==> src/rtl/mul_unit.sv <==
// Shift-and-add unsigned multiplier datapath, sequenced by the controller's one-hot
// MUL1/MUL2_1/MUL2_2/MUL3/MUL4 strobes; yields the low product word and the HI register.
module mul_unit #(
  parameter int WIDTH      = 16,
  parameter bit EARLY_EXIT = 1'b1
) (
  input  logic             clk,
  input  logic             reset,
  input  logic             MUL1,
  input  logic             MUL2_1,
  input  logic             MUL2_2,
  input  logic             MUL3,
  input  logic             MUL4,
  input  logic [WIDTH-1:0] src_a,
  input  logic [WIDTH-1:0] src_b,
  output logic             is_all_zero,
  output logic             wr_en,
  output logic [WIDTH-1:0] wr_data,
  output logic [WIDTH-1:0] hi_reg,
  output logic             ovf
);

  localparam int CW = $clog2(WIDTH + 1);
  localparam logic [CW-1:0] CNT_INIT = CW'(WIDTH);

  typedef enum logic [2:0] {
    OP_NONE,
    OP_LOAD,
    OP_INIT,
    OP_STEP,
    OP_WRLO,
    OP_WRHI
  } op_e;

  op_e op;

  logic [2*WIDTH-1:0] a_sh_q, a_sh_d;
  logic [WIDTH-1:0]   b_sh_q, b_sh_d;
  logic [2*WIDTH-1:0] acc_q,  acc_d;
  logic [CW-1:0]      cnt_q,  cnt_d;
  logic [WIDTH-1:0]   hi_q,   hi_d;
  logic               ovf_q,  ovf_d;

  // Overlapping strobes collapse to the highest-priority one.
  always_comb begin
    if (MUL1)        op = OP_LOAD;
    else if (MUL2_1) op = OP_INIT;
    else if (MUL2_2) op = OP_STEP;
    else if (MUL3)   op = OP_WRLO;
    else if (MUL4)   op = OP_WRHI;
    else             op = OP_NONE;
  end

  assign is_all_zero = (cnt_q == '0) | (EARLY_EXIT & (b_sh_q == '0));

  always_comb begin
    // NOTE: every next-state signal gets its hold value first so no path leaves it unassigned (no latch).
    a_sh_d = a_sh_q;
    b_sh_d = b_sh_q;
    acc_d  = acc_q;
    cnt_d  = cnt_q;
    hi_d   = hi_q;
    ovf_d  = ovf_q;
    unique case (op)
      OP_LOAD: begin
        a_sh_d = {{WIDTH{1'b0}}, src_a};
        b_sh_d = src_b;
      end
      OP_INIT: begin
        acc_d = '0;
        cnt_d = CNT_INIT;
      end
      OP_STEP: begin
        if (!is_all_zero) begin
          acc_d  = acc_q + (b_sh_q[0] ? a_sh_q : '0);
          a_sh_d = a_sh_q << 1;
          b_sh_d = b_sh_q >> 1;
          cnt_d  = cnt_q - 1'b1;
        end
      end
      OP_WRLO: ovf_d = |acc_q[2*WIDTH-1:WIDTH];
      OP_WRHI: hi_d  = acc_q[2*WIDTH-1:WIDTH];
      default: ;
    endcase
  end

  // NOTE: state registers use non-blocking assignments so all of them update from the same pre-edge values.
  always_ff @(posedge clk) begin
    if (reset) begin
      a_sh_q <= '0;
      b_sh_q <= '0;
      acc_q  <= '0;
      cnt_q  <= '0;
      hi_q   <= '0;
      ovf_q  <= 1'b0;
    end else begin
      a_sh_q <= a_sh_d;
      b_sh_q <= b_sh_d;
      acc_q  <= acc_d;
      cnt_q  <= cnt_d;
      hi_q   <= hi_d;
      ovf_q  <= ovf_d;
    end
  end

  // Reset gates the write so a concurrently reset controller never leaves a partial write.
  assign wr_en   = (op == OP_WRLO) && !reset;
  assign wr_data = wr_en ? acc_q[WIDTH-1:0] : '0;
  assign hi_reg  = hi_q;
  assign ovf     = ovf_q;

endmodule

==> config.mk <==
export PLATFORM = sky130hd
export DESIGN_NAME = mul_unit
export DESIGN_NICKNAME = d
export VERILOG_FILES = /design/src/rtl/mul_unit.sv
export SDC_FILE = /design/constraint.sdc
export NUM_CORES = 1
export LEC_CHECK = 0
export ABC_AREA = 1
export CORE_UTILIZATION = 60
export DETAILED_ROUTE_END_ITERATION = 10
export PLACE_DENSITY = 0.81
export SLEW_MARGIN = 20
export SYNTH_ARGS = -nofsm -noshare
export SYNTH_HDL_FRONTEND = slang
export SYNTH_SLANG_ARGS = --single-unit
export TNS_END_PERCENT = 30
==> constraint.sdc <==
create_clock -name clk -period 4.9 [get_ports clk]
set_clock_uncertainty 0.2 [all_clocks]
set_input_delay 0.735 -clock clk [delete_from_list [all_inputs] [get_ports clk]]
set_output_delay 0.735 -clock clk [all_outputs]
set_load 0.01 [all_outputs]
==> Word level (Yosys, flattened, before mapping) <==
Cells that the tools add are included.
{ "classes": {"addsub": 2, "n_lt_le_gt_ge": 0, "n_div": 0, "n_reduce_logical": 9, "bitwise_logic": 1, "mul": 0, "shifts": 0, "eq_ne": 6, "mux": 15} }
{ "op_table": {"columns": ["op", "count"], "rows": [
  ["case mux 32 bit (2 select lines)", 2],
  ["2-to-1 mux 32 bit", 3],
  ["adder 32 bit", 1],
  ["2-to-1 mux 16 bit", 2],
  ["case mux 16 bit (2 select lines)", 1],
  ["logical NOT 16 bit", 1],
  ["OR reduction 16 bit", 1],
  ["2-to-1 mux 3 bit", 5],
  ["case mux 5 bit (2 select lines)", 1],
  ["equality test 3 x 2 -> 1 bit (second input constant)", 2],
  ["equality test 3 bit (second input constant)", 2],
  ["logical NOT 5 bit", 1],
  ["2-to-1 mux 5 bit", 1],
  ["subtractor 5 x 1 -> 5 bit (second input constant)", 1],
  ["AND reduction 2 bit", 2],
  ["nonzero test 2 bit", 2],
  ["equality test 3 x 1 -> 1 bit (second input constant)", 1],
  ["inequality test 2 bit (second input constant)", 1],
  ["logical AND 1 bit", 1],
  ["logical NOT 1 bit", 1],
  ["OR 1 bit", 1]
]} }
{ "word_totals": {"n_memories": 0, "ff_bits": 102, "inputBits": 39, "output_inout_bits": 35, "latch_bits": 0, "elab_cells": 39, "romBits": 0, "mem_bits_rw": 0} }

==> Logic depth before layout (Yosys ltp) <==
{ "logic_depth": {"word_depth": 8, "depth_mapped": 17, "depth_no_buf": 15} }

==> Worst setup path before layout <==
OpenSTA, ideal clock, no wires.
{ "synth_timing": {"kind": "input -> output", "startpoint": "in MUL2_1", "endpoint": "out wr_data[10]", "required_ns": 3.965, "path_buffers": 1, "stages": 8, "setup_slack_ns": 2.038, "arrival_ns": 1.927, "path_cell_list": "nor4_1 inv_1 nor2_1 inv_1 nor2_1 inv_1 buf_2 nor2_1"} }
{ "synth_via": {"elab_chain_len": 5} }
{ "synth_lines": {"columns": ["element", "line_no", "source"], "rows": [
  ["from (decl)", "10", "input logic MUL2_1,"],
  ["2-to-1 mux 3 bit", "47", "else if (MUL2_1) op = OP_INIT;"],
  ["2-to-1 mux 3 bit", "46", "if (MUL1) op = OP_LOAD;"],
  ["equality test 3 bit", "107", "assign wr_en = (op == OP_WRLO) && !reset;"],
  ["logical AND 1 bit", "107", null],
  ["named net wr_en", "17", "output logic wr_en,"],
  ["2-to-1 mux 16 bit", "108", "assign wr_data = wr_en ? acc_q[WIDTH-1:0] : '0;"],
  ["to (decl)", "18", "output logic [WIDTH-1:0] wr_data,"]
]} }
The timed path passes the listed nets, and every way through them passes these cells.

==> Worst setup path in the final report <==
{ "layout_timing": {"startpoint": "in MUL1", "endpoint": "out wr_data[3]"} }
{ "layout_via": {"elab_chain_len": 4} }
{ "layout_lines": {"columns": ["element", "line_no", "source"], "rows": [
  ["from (decl)", "9", "input logic MUL1,"],
  ["2-to-1 mux 3 bit", "46", null],
  ["equality test 3 bit", "107", null],
  ["logical AND 1 bit", "107", null],
  ["2-to-1 mux 16 bit", "108", null]
]} }
No other way between the ends.

==> key figures <==
Clocking
  – CTS Root Cell: clkbuf_16
  – Setup Fix Bufs, Post-CTS: 0
  – Clock sink total: approximately 100
  – Cts repair resizes: 0
  – CTS Buffer Depth: 2
  – Clock transition at path regs: about 0.08 ns
  – Cts hold-fix bufs: 0
  – Number of H-tree levels: 3
  – Clk_lat worst skew: approximately 0.36 ns
  – CTS tree: done
  – CTS Buf Count: 9

Synthesis
  – Synth area leaders: dfxtp_1 (29%), nand2_1 (21%), inv_1 (10%), nor2_1 (9.2%), ha_1 (5.9%)
  – Yosys top cell by area: dfxtp_1
  – Synthesized flop and latch total: 102
  – Mapped Cells: 1196
  – Sequential share of the synthesized area: 29.3%
  – Post-synth top area share: 29.3%
  – Synth warn: 0
  – Syn_area_per_cell: about 5.8 µm²
  – Post-synth net total: 1269
  – Post-synth cell types: 30
  – Mapped cell area: 6980 µm²

STA
  – Period minus WS final: around 4.1 ns
  – Max_slew headroom: 40.0%
  – # setup viols final: 0
  – RSZ-0062 raised after global routing: false
  – Fmax: 246 MHz
  – Tcrit/Tclk final: ~83%
  – Final Max Slew Viols: 0
  – Final Hold Fails: 0
  – Worst-Margin Slew: ~0.9 ns
  – Setup TNS: 0 ns

Pwr
  – Total Power: 1.86 mW
  – Sequential share of power: between 40% and 50%
  – Sw frac: between 20 and 30%
  – Maximum vdd ir drop: 0.000234 V
  – Switch Pwr: around 0.53 mW
  – Power Density: between 200 and 250 nW/µm²
  – Pint: between 1 and 1.5 mW
  – Clock power frac: between 30 and 40%
  – Pleak: around 4.2 nW
  – Comb pwr share: around an eighth

Floorplan
  – Die area: roughly 12000 µm²
  – Die Y-Extent: ~110 µm
  – Chip Width: between 100 and 150 µm
  – Total core area: 11400 µm²
  – Initial core utilization: approximately three fifths
  – Row count: 39
  – # IOs: 74

Finish
  – Non-Filler Instances: between 1k and 1.5k
  – Share of layout cells above drive strength 1: ~3.4%
  – Most frequent cells in the layout: nand2_1 (382), inv_1 (193), nor2_1 (171)
  – Final instance area: between 7000 and 8000 µm²
  – Synth-to-Final Area Change: 14.4%
  – Antenna Cells: 0
  – Final Util: between 70% and 80%
  – Final nets: 1318
  – Fillers: around 1.1k
  – Commonest non-fill, non-tap cell in the layout: nand2_1
  – Biggest regs: a_sh_q: 32 flops, acc_q: 32 flops

Placed design
  – GP Congestion: 0.938
  – Buffers on Ports: 73
  – Hpwl dp: between 10 and 15 mm
  – Dpl cell area: just under 8000 µm²
  – Cell total after placement: 1377

Worst setup path
  – Critical path's slowest cell: clkdlybuf4s50_1
  – Critical Path Source Type: input port
  – Setup Crit Path Kind: input port to output port
  – Crit Path Max Fanout: 16
  – Worst stage delay on the critical path: ~0.56 ns
  – Critical Path Sink Type: output port
  – Crit path arrival time: 3.12 ns
  – Reg-to-reg startpoint: b_sh_q[0]$_SDFFE_PP0P_
  – Crit-path cells: clkdlybuf4s50_1 -> nor4_1 -> inv_1 -> nor2_1 -> inv_1 -> nor2_1 -> inv_1 -> nor2_1 -> clkdlybuf4s50_1
  – Worst Setup SP: MUL1
  – Reg2Reg Depth: 15
  – Req. time, crit path: around 4.0 ns

Global routing
  – First-pass GRT wire length: 30.3 mm
  – GRT Overall Usage: 32.4%
  – Vias in the first global route: ~6.4k
  – Largest net degree at the start of global routing: 49
  – Initial antenna violation count: 0
  – Overflow after GRT: 0

Routing
  – Post-DR vias/cell: a little over 5
  – WL/cell: 13.2 µm
  – Drt drc: 0
  – Drt first pass iters: 5
  – DR iter-0 viols: ~500
  – ANT nets after route: 0
  – Final WL: 18.4 mm
  – Via count: 7229

Flow run
  – Max Cap Viol: 0

Status
  – Status: finished, final reports clean

Min path
  – HP Start: a_sh_q[0]$_SDFFE_PP0P_
  – Min-Delay Path Depth: 2
  – Hold crit path type: flip-flop to flip-flop
## final cells by class
class	count	area (µm²)	share of cell area, %
Multi-Input combinational cell	854	3950	49.4
Sequential cell	102	2040	25.6
Timing Repair Buffer	80	783	9.81
Inverter	198	743	9.31
Clock buffer	10	239	2.99
Tap cell	143	179	2.24
Clock inverter	6	51.3	0.643
## metal layers
layer  up-vias  track usage [%]  part of all wire (%)
met4         0             9.14                   1.8
met3        29             6.16                   6.5
met2       215             49.7                    44
met1      3214             45.9                    48
li1       3771                -                     -
met5         -                0                     0
## critical path: cells and delay by family
| kind | cells | cell delay (ns) |
|---|---|---|
| buf+inv | 5 | 1.52 |
| simple gates | 4 | 0.87 |
## cell families after synthesis
family	after synthesis	share of synthesized area, %
AO/OA/AOI/OAI	168	12.2
XOR/XNOR	6	0.753
adder cells (fa/ha/maj)	34	6.21
buffers and inverters	240	14.2
flip-flops	102	29.3
AND/OR/NAND/NOR	646	37.4
## power by group through the flow
| stage | Sequential (mW) | Clock, mW | Combinational (mW) |
|---|---|---|---|
| CTS | 0.895 | 0.728 | 0.240 |
| global placement | 0.913 | 0 | 0.236 |
| finish | 0.895 | 0.724 | 0.241 |
| detailed placement | 0.914 | 0 | 0.239 |
| global route | 0.901 | 0.755 | 0.272 |
| floorplan | 0.906 | 0 | 0.170 |
## final timing paths
check | end | slack, ns
worst max-delay path | wr_data[3] | 0.84
worst min-delay path | a_sh_q[0]$_SDFFE_PP0P_ | 0.28
worst max register to register | acc_q[28]$_SDFFE_PP0P_ | 1.99
worst min register to register | a_sh_q[0]$_SDFFE_PP0P_ | 0.28
## metrics by stage
step           hold WS [ns]  worst slack (ns)
6_report              0.283             0.842
3_5_place_dp          0.270             0.865
2_1_floorplan         0.244              2.04
5_1_grt               0.307             0.467
4_1_cts               0.283             0.863
3_3_place_gp          0.257             0.937
## cell usage after synthesis
cell and number:
buf_4 3, fa_1 1, ha_1 33, buf_2 7, o21ai_1 40, inv_1 193, inv_2 4, nand3_1 58
nand3_2 3, o21bai_1 3, buf_6 9, o21ai_0 42, clkbuf_1 20, or2_2 10, nor3_1 6, nor4_1 5
a21o_1 1, nand4_1 6, nand2_1 382, a21oi_1 81, nor4_4 1, dfxtp_1 102, a41oi_1 1, xnor2_1 3
buf_1 3, nand3b_1 2, clkinv_1 1, nand2_2 2, xor2_1 3, nor2_1 171
No activity file was read; power rests on OpenSTA's default activity.
